File: config.mk
export PLATFORM = sky130hd
export DESIGN_NAME = ysyx_22040228div_ctrl
export DESIGN_NICKNAME = d
export VERILOG_FILES = /design/src/rtl/ysyx_22040228div_ctrl_pkg.sv /design/src/rtl/ysyx_22040228div_ctrl_special.sv /design/src/rtl/ysyx_22040228div_ctrl.sv
export SDC_FILE = /design/constraint.sdc
export NUM_CORES = 1
export LEC_CHECK = 0
export BUFFER_PORTS_ARGS = -buffer_cell sky130_fd_sc_hd__buf_2
export CAP_MARGIN = 15
export CORE_AREA = 3 3 208 210
export CTS_BUF_LIST = sky130_fd_sc_hd__clkbuf_4
export CTS_CLUSTER_DIAMETER = 30
export DETAILED_ROUTE_END_ITERATION = 10
export DIE_AREA = 0 0 211 213
export SYNTH_ARGS = -nofsm -noshare
export SYNTH_HDL_FRONTEND = slang
export SYNTH_SLANG_ARGS = --single-unit
File: constraint.sdc
create_clock -name clk -period 2.5 [get_ports clk]
set_input_delay 0 -clock clk [delete_from_list [all_inputs] [get_ports clk]]
set_output_delay 0 -clock clk [all_outputs]
set_load 0.01 [all_outputs]
File: src/rtl/ysyx_22040228div_ctrl_pkg.sv
// Opcodes, one-hot state encoding and special-case constants shared
// by the divide controller, its bypass logic and the execute stage.
package ysyx_22040228div_ctrl_pkg;

  localparam logic [7:0] OP_DIV   = 8'h40;
  localparam logic [7:0] OP_DIVU  = 8'h41;
  localparam logic [7:0] OP_REM   = 8'h42;
  localparam logic [7:0] OP_REMU  = 8'h43;
  localparam logic [7:0] OP_DIVW  = 8'h44;
  localparam logic [7:0] OP_DIVUW = 8'h45;
  localparam logic [7:0] OP_REMW  = 8'h46;
  localparam logic [7:0] OP_REMUW = 8'h47;

  localparam logic [63:0] ALL_ONES  = '1;
  localparam logic [63:0] INT64_MIN = 64'h8000_0000_0000_0000;
  localparam logic [31:0] INT32_MIN = 32'h8000_0000;

  localparam int I_IDLE  = 0;
  localparam int I_ISSUE = 1;
  localparam int I_WAIT  = 2;
  localparam int I_DONE  = 3;
  localparam int I_DRAIN = 4;

  typedef enum logic [4:0] {
    IDLE  = 5'b00001,
    ISSUE = 5'b00010,
    WAIT  = 5'b00100,
    DONE  = 5'b01000,
    DRAIN = 5'b10000
  } state_e;

  function automatic logic op_is_w(input logic [7:0] op);
    return op == OP_DIVW || op == OP_REMW;
  endfunction

  function automatic logic op_is_uw(input logic [7:0] op);
    return op == OP_DIVUW || op == OP_REMUW;
  endfunction

  function automatic logic op_is_rem(input logic [7:0] op);
    return op == OP_REM || op == OP_REMU ||
           op == OP_REMW || op == OP_REMUW;
  endfunction

  function automatic logic op_is_signed(input logic [7:0] op);
    return op == OP_DIV || op == OP_REM ||
           op == OP_DIVW || op == OP_REMW;
  endfunction

  function automatic logic [63:0] sext32(input logic [31:0] v);
    return {{32{v[31]}}, v};
  endfunction

endpackage

File: src/rtl/ysyx_22040228div_ctrl_special.sv
// Operand preparation plus divide-by-zero / signed-overflow detection
// and the bypass result that skips the divider.
module ysyx_22040228div_special
  import ysyx_22040228div_ctrl_pkg::*;
(
  input  logic [7:0]  opcode,
  input  logic [63:0] op1,
  input  logic [63:0] op2,
  output logic [63:0] dividend,
  output logic [63:0] diviser,
  output logic [63:0] bypass_result,
  output logic        special
);

  logic        is_w;
  logic        is_uw;
  logic        div_zero;
  logic        ovf;
  logic [63:0] min_val;
  logic [63:0] raw;

  always_comb begin
    is_w     = op_is_w(opcode);
    is_uw    = op_is_uw(opcode);
    dividend = op1;
    diviser  = op2;
    unique case (1'b1)
      is_w: begin
        dividend = sext32(op1[31:0]);
        diviser  = sext32(op2[31:0]);
      end
      is_uw: begin
        dividend = {32'd0, op1[31:0]};
        diviser  = {32'd0, op2[31:0]};
      end
      default: ;
    endcase
    min_val  = is_w ? sext32(INT32_MIN) : INT64_MIN;
    div_zero = diviser == '0;
    ovf      = op_is_signed(opcode) &&
               diviser == ALL_ONES &&
               dividend == min_val;
    special  = div_zero | ovf;
    // overflow quotient is the dividend itself (the most negative value)
    if (div_zero)
      raw = op_is_rem(opcode) ? dividend : ALL_ONES;
    else
      raw = op_is_rem(opcode) ? 64'd0 : dividend;
    bypass_result = (is_w | is_uw) ? sext32(raw[31:0]) : raw;
  end

endmodule

File: src/rtl/ysyx_22040228div_ctrl.sv
// Divide controller between execute stage and iterative divider.
// YSYX_22040228_DIV_PERF_EN builds the op / stall perf counters.
module ysyx_22040228div_ctrl
  import ysyx_22040228div_ctrl_pkg::*;
(
  input  logic        clk,
  input  logic        rst,
  input  logic        ex_valid,
  input  logic [7:0]  inst_opcode,
  input  logic [63:0] op1,
  input  logic [63:0] op2,
  input  logic        flush,
  output logic        ex_ready,
  output logic [63:0] result,
  output logic        result_valid,
  output logic [63:0] div_dividend,
  output logic [63:0] div_diviser,
  output logic [7:0]  div_opcode,
  output logic        div_ready,
  input  logic [63:0] div_rem_data,
  input  logic        div_finish,
  output logic [63:0] perf_div_ops,
  output logic [63:0] perf_div_stall
);

  state_e      state;
  state_e      state_nxt;
  logic [63:0] dividend;
  logic [63:0] diviser;
  logic [63:0] bypass_result;
  logic        special;
  logic        accept;
  logic        capture;
  logic [63:0] result_q;

  ysyx_22040228div_special u_special (
    .opcode        (inst_opcode),
    .op1           (op1),
    .op2           (op2),
    .dividend      (dividend),
    .diviser       (diviser),
    .bypass_result (bypass_result),
    .special       (special)
  );

  always_ff @(posedge clk or negedge rst) begin
    if (!rst) state <= IDLE;
    else      state <= state_nxt;
  end

  always_comb begin
    state_nxt = state;
    unique case (1'b1)
      state[I_IDLE]:
        if (ex_valid && !flush)
          state_nxt = special ? DONE : ISSUE;
      state[I_ISSUE]:
        state_nxt = flush ? DRAIN : WAIT;
      state[I_WAIT]:
        // a finish arriving with the flush has nothing left to drain
        if (flush)
          state_nxt = div_finish ? IDLE : DRAIN;
        else if (div_finish)
          state_nxt = DONE;
      state[I_DRAIN]:
        if (div_finish) state_nxt = IDLE;
      state[I_DONE]:
        state_nxt = IDLE;
      default:
        state_nxt = IDLE;
    endcase
  end

  always_comb begin
    ex_ready     = state[I_IDLE];
    div_ready    = state[I_ISSUE];
    result_valid = state[I_DONE] && !flush;
    result       = result_q;
  end

  assign accept  = state[I_IDLE] && ex_valid && !flush;
  assign capture = state[I_WAIT] && div_finish && !flush;

  always_ff @(posedge clk or negedge rst) begin
    if (!rst) begin
      div_opcode   <= '0;
      div_dividend <= '0;
      div_diviser  <= '0;
      result_q     <= '0;
    end else if (accept) begin
      div_opcode   <= inst_opcode;
      div_dividend <= dividend;
      div_diviser  <= diviser;
      if (special) result_q <= bypass_result;
    end else if (capture) begin
      result_q <= (op_is_w(div_opcode) || op_is_uw(div_opcode))
                ? sext32(div_rem_data[31:0])
                : div_rem_data;
    end
  end

`ifdef YSYX_22040228_DIV_PERF_EN
  logic [63:0] ops_q;
  logic [63:0] stall_q;

  always_ff @(posedge clk or negedge rst) begin
    if (!rst) begin
      ops_q   <= '0;
      stall_q <= '0;
    end else begin
      if (result_valid) ops_q   <= ops_q + 64'd1;
      if (!ex_ready)    stall_q <= stall_q + 64'd1;
    end
  end

  assign perf_div_ops   = ops_q;
  assign perf_div_stall = stall_q;
`else
  assign perf_div_ops   = '0;
  assign perf_div_stall = '0;
`endif

endmodule

==> results.cfg <==
[setup_path]
worstPathArrival_ps = 3140
r2r_cells = 5
cp-start-kind = primary input
critPathMaxFanout = 34
path_class = in2reg
critPathCaptureType = flip-flop
r2r_slack_ps = 130
required_ps = 3110

[synthesis]
synth.ff_latch_count = 205
syn_area_um2 = 11000
synth.area.top_cells = dfrtp_1 (46%), nand2_1 (11%), buf_4 (8.7%)
synth.distinct_cells = 49
ys_async_sr_fraction_pct = 100
synth_edf_count = 0
synth_common_cells = nand2_1 (322), dfrtp_1 (204), o21ai_0 (132)
ys.flop_type = dfrtp_1
synth_area_per_cell_um2 = 8.93
yosysTopAreaCell = dfrtp_1
yosysTopAreaCellShare_pct = 46.3
synth_most_common_cell = nand2_1
yosysWarnings = 0
seq_area_frac_synth_pct = 46.5
synthCells = 1235

[clock_tree]
cts.sink_count = 205
ctsHtreeMaxLevel = 3
insertion_delay_ps = 790
cts_tree = done
clockBufferDepth = 3
clk_root_buffer_cell = clkbuf_4
cts_made_buffers = 70
clk_pin_slew_worst_paths_ps = 60

[timing]
finalSetupViolCount = 14
final.setup.worst_slack_ps = -28.2
worst_slew_pin_slew_ps = 852
setup_tns_ps = -152
max_slew_margin_pct = 43.2
slew_violations = 0
rsz0062_at_grt = no
timing.final.crit_period_ps = 2530
period_share_pct = 101
fin_skew_ps = 64.4
hold_viol = 0
max_freq_ghz = 0.396

[power]
power_leakage_nw = 9.12
ir_drop_uv = 531
powerDensity_nw_per_um2 = 867
power.total_w = 0.0156

[floorplanning]
core_um2 = 41800
die_w_um = 211
row_count = 75
io_pins = 536
floorplan.initialDensity_pct = 26.4
die_area_um2 = 44900
dieHeight_um = 213

[global_route]
grt.overflow.total = 0
grtUsageTotal_pct = 20.7
antenna_found_initial = 6
grt_pass1_wl_um = 72100
grt_max_degree = 149
grt_pass1_vias = 12592

[drt]
first_pass_iters = 5
drt-initial-drc-count = 942
drc = 0
vias = 12128
routed_wl_um = 48100
ant_nets = 0
wire_per_inst_um = 18.3
routed_via_density = 4.61

[status]
violations = negative setup slack
status = finished with violations

[cells_and_area]
final_cell_area_um2 = 17900
fillCellCount = 3987
multiInputGateArea_um2 = 4980
layout.cells.non_filler = 2630
regArea_um2 = 5130
synthToLayoutAreaGrowth_pct = 62.7
nNetsFinal = 2247
drive_gt1_share_pct = 32.2

[placed_design]
place_hpwl_um = 31200
routabilityCongestion = 0.829
dp_cells = 2179
portBuffers = 407
post-place-ws_ps = -790
place_area_um2 = 13700

[flow_run]
max_cap_violations = 0

[worst_hold_path]
whs_path_depth = 6
hp-class = in2reg
report_power, final:
part           switching, W  total [W]  internal, W  leakage (nW)
clock               0.00170    0.00344      0.00173         0.474
sequential         0.000980    0.00582      0.00484          2.57
combinational       0.00323    0.00630      0.00307          6.08
total               0.00591     0.0156      0.00964          9.12
metrics by stage:
stage | util, % | hold WS [ps]
finish | 43.0 | 94.8
global route | 43.0 | 22.3
CTS | 42.8 | 2.38
detailed placement | 32.9 | 86.3
global placement | 32.9 | 82.9
floorplan | - | -296
kinds of logic after synthesis:
| logic type | after synthesis | share of synthesized area [%] |
|---|---|---|
| mux | 33 | 4.38 |
| fa+ha+maj | 1 | 0.113 |
| flops | 205 | 46.5 |
| buf+inv | 241 | 13.5 |
| other cells | 1 | 0.0340 |
| compound gates | 307 | 18.1 |
| simple gates | 447 | 17.3 |
state kept, by name, indices dropped and copies added, names as in the netlist:
register and flops:
div_opcode 8, result 64, state 5, div_dividend 64, div_diviser 64
area by class of cell:
type / count / share of cell area, %
well taps: 539 / 3.76
clock inverters: 31 / 0.955
multi-input cells: 916 / 27.8
clock buffers: 86 / 3.60
repair buffers: 815 / 34.6
inverters: 33 / 0.690
diodes: 5 / 0.0697
flip-flops and latches: 205 / 28.6
final timing paths:
check                                                  from                           end
worst min-delay path                         inst_opcode[6]   div_diviser[52]$_DFFE_PN0P_
worst max register to register           state[0]$_DFF_PN1_     div_opcode[1]$_DFFE_PN0P_
max in group asynchronous                               rst   div_diviser[57]$_DFFE_PN0P_
min in group asynchronous                               rst  div_dividend[49]$_DFFE_PN0P_
worst max-delay path                                op1[39]        result[33]$_DFFE_PN0P_
worst min register to register  div_diviser[18]$_DFFE_PN0P_   div_diviser[18]$_DFFE_PN0P_
cell usage in the layout, fill, tap and decap left out, types with 3 or more instances in the layout:
| cell type | synthesis | layout |
|---|---|---|
| nand2_1 | 322 | 321 |
| a21boi_0 | 32 | 31 |
| nor2_1 | 44 | 41 |
| or4_1 | 3 | 3 |
| nor4_1 | 31 | 29 |
| buf_4 | 128 | 60 |
| diode_2 | 0 | 5 |
| o2bb2ai_2 | 30 | 30 |
| clkinvlp_4 | 0 | 3 |
| nor2_2 | 0 | 3 |
| nand3_1 | 6 | 5 |
| nor2b_1 | 5 | 5 |
| inv_1 | 33 | 33 |
| mux2_4 | 30 | 30 |
| dlygate4sd3_1 | 0 | 325 |
| dfrtp_1 | 204 | 204 |
| clkbuf_4 | 0 | 86 |
| clkinv_2 | 0 | 6 |
| clkinv_1 | 0 | 18 |
| conb_1 | 1 | 128 |
| a21oi_1 | 99 | 99 |
| o21ai_0 | 132 | 131 |
| nand4_1 | 18 | 18 |
| buf_2 | 0 | 406 |
| buf_12 | 6 | 19 |
metal layers:
| metal | vias up | routed length [um] | global-route usage, % |
|---|---|---|---|
| met5 | - | 13 | 0 |
| met4 | 2 | 1950 | 10.5 |
| met3 | 140 | 3240 | 5.08 |
| met2 | 632 | 23000 | 33.5 |
| met1 | 5786 | 19900 | 25.9 |
| li1 | 5568 | - | - |
critical path, cell delays in order:
cell,delay (ps)
dlygate4sd3_1,540
buf_2,150
nor4_1,380
buf_4,180
nand3_1,120
or3_1,400
a2111oi_4,390
a31oi_4,160
buf_4,270
nor2b_4,210
buf_12,170
o2bb2ai_2,120
repair_timing:
action                                  4_1_cts  5_1_grt
pin swaps                                     1        2
hold buffers                                325        0
resized for setup                             1        8
hold endpoints to repair                    410        0
gates cloned                                  1        0
endpoints found under the setup margin       31       57
setup buffers                                 2        0
Power figures use the tool's default switching activity.
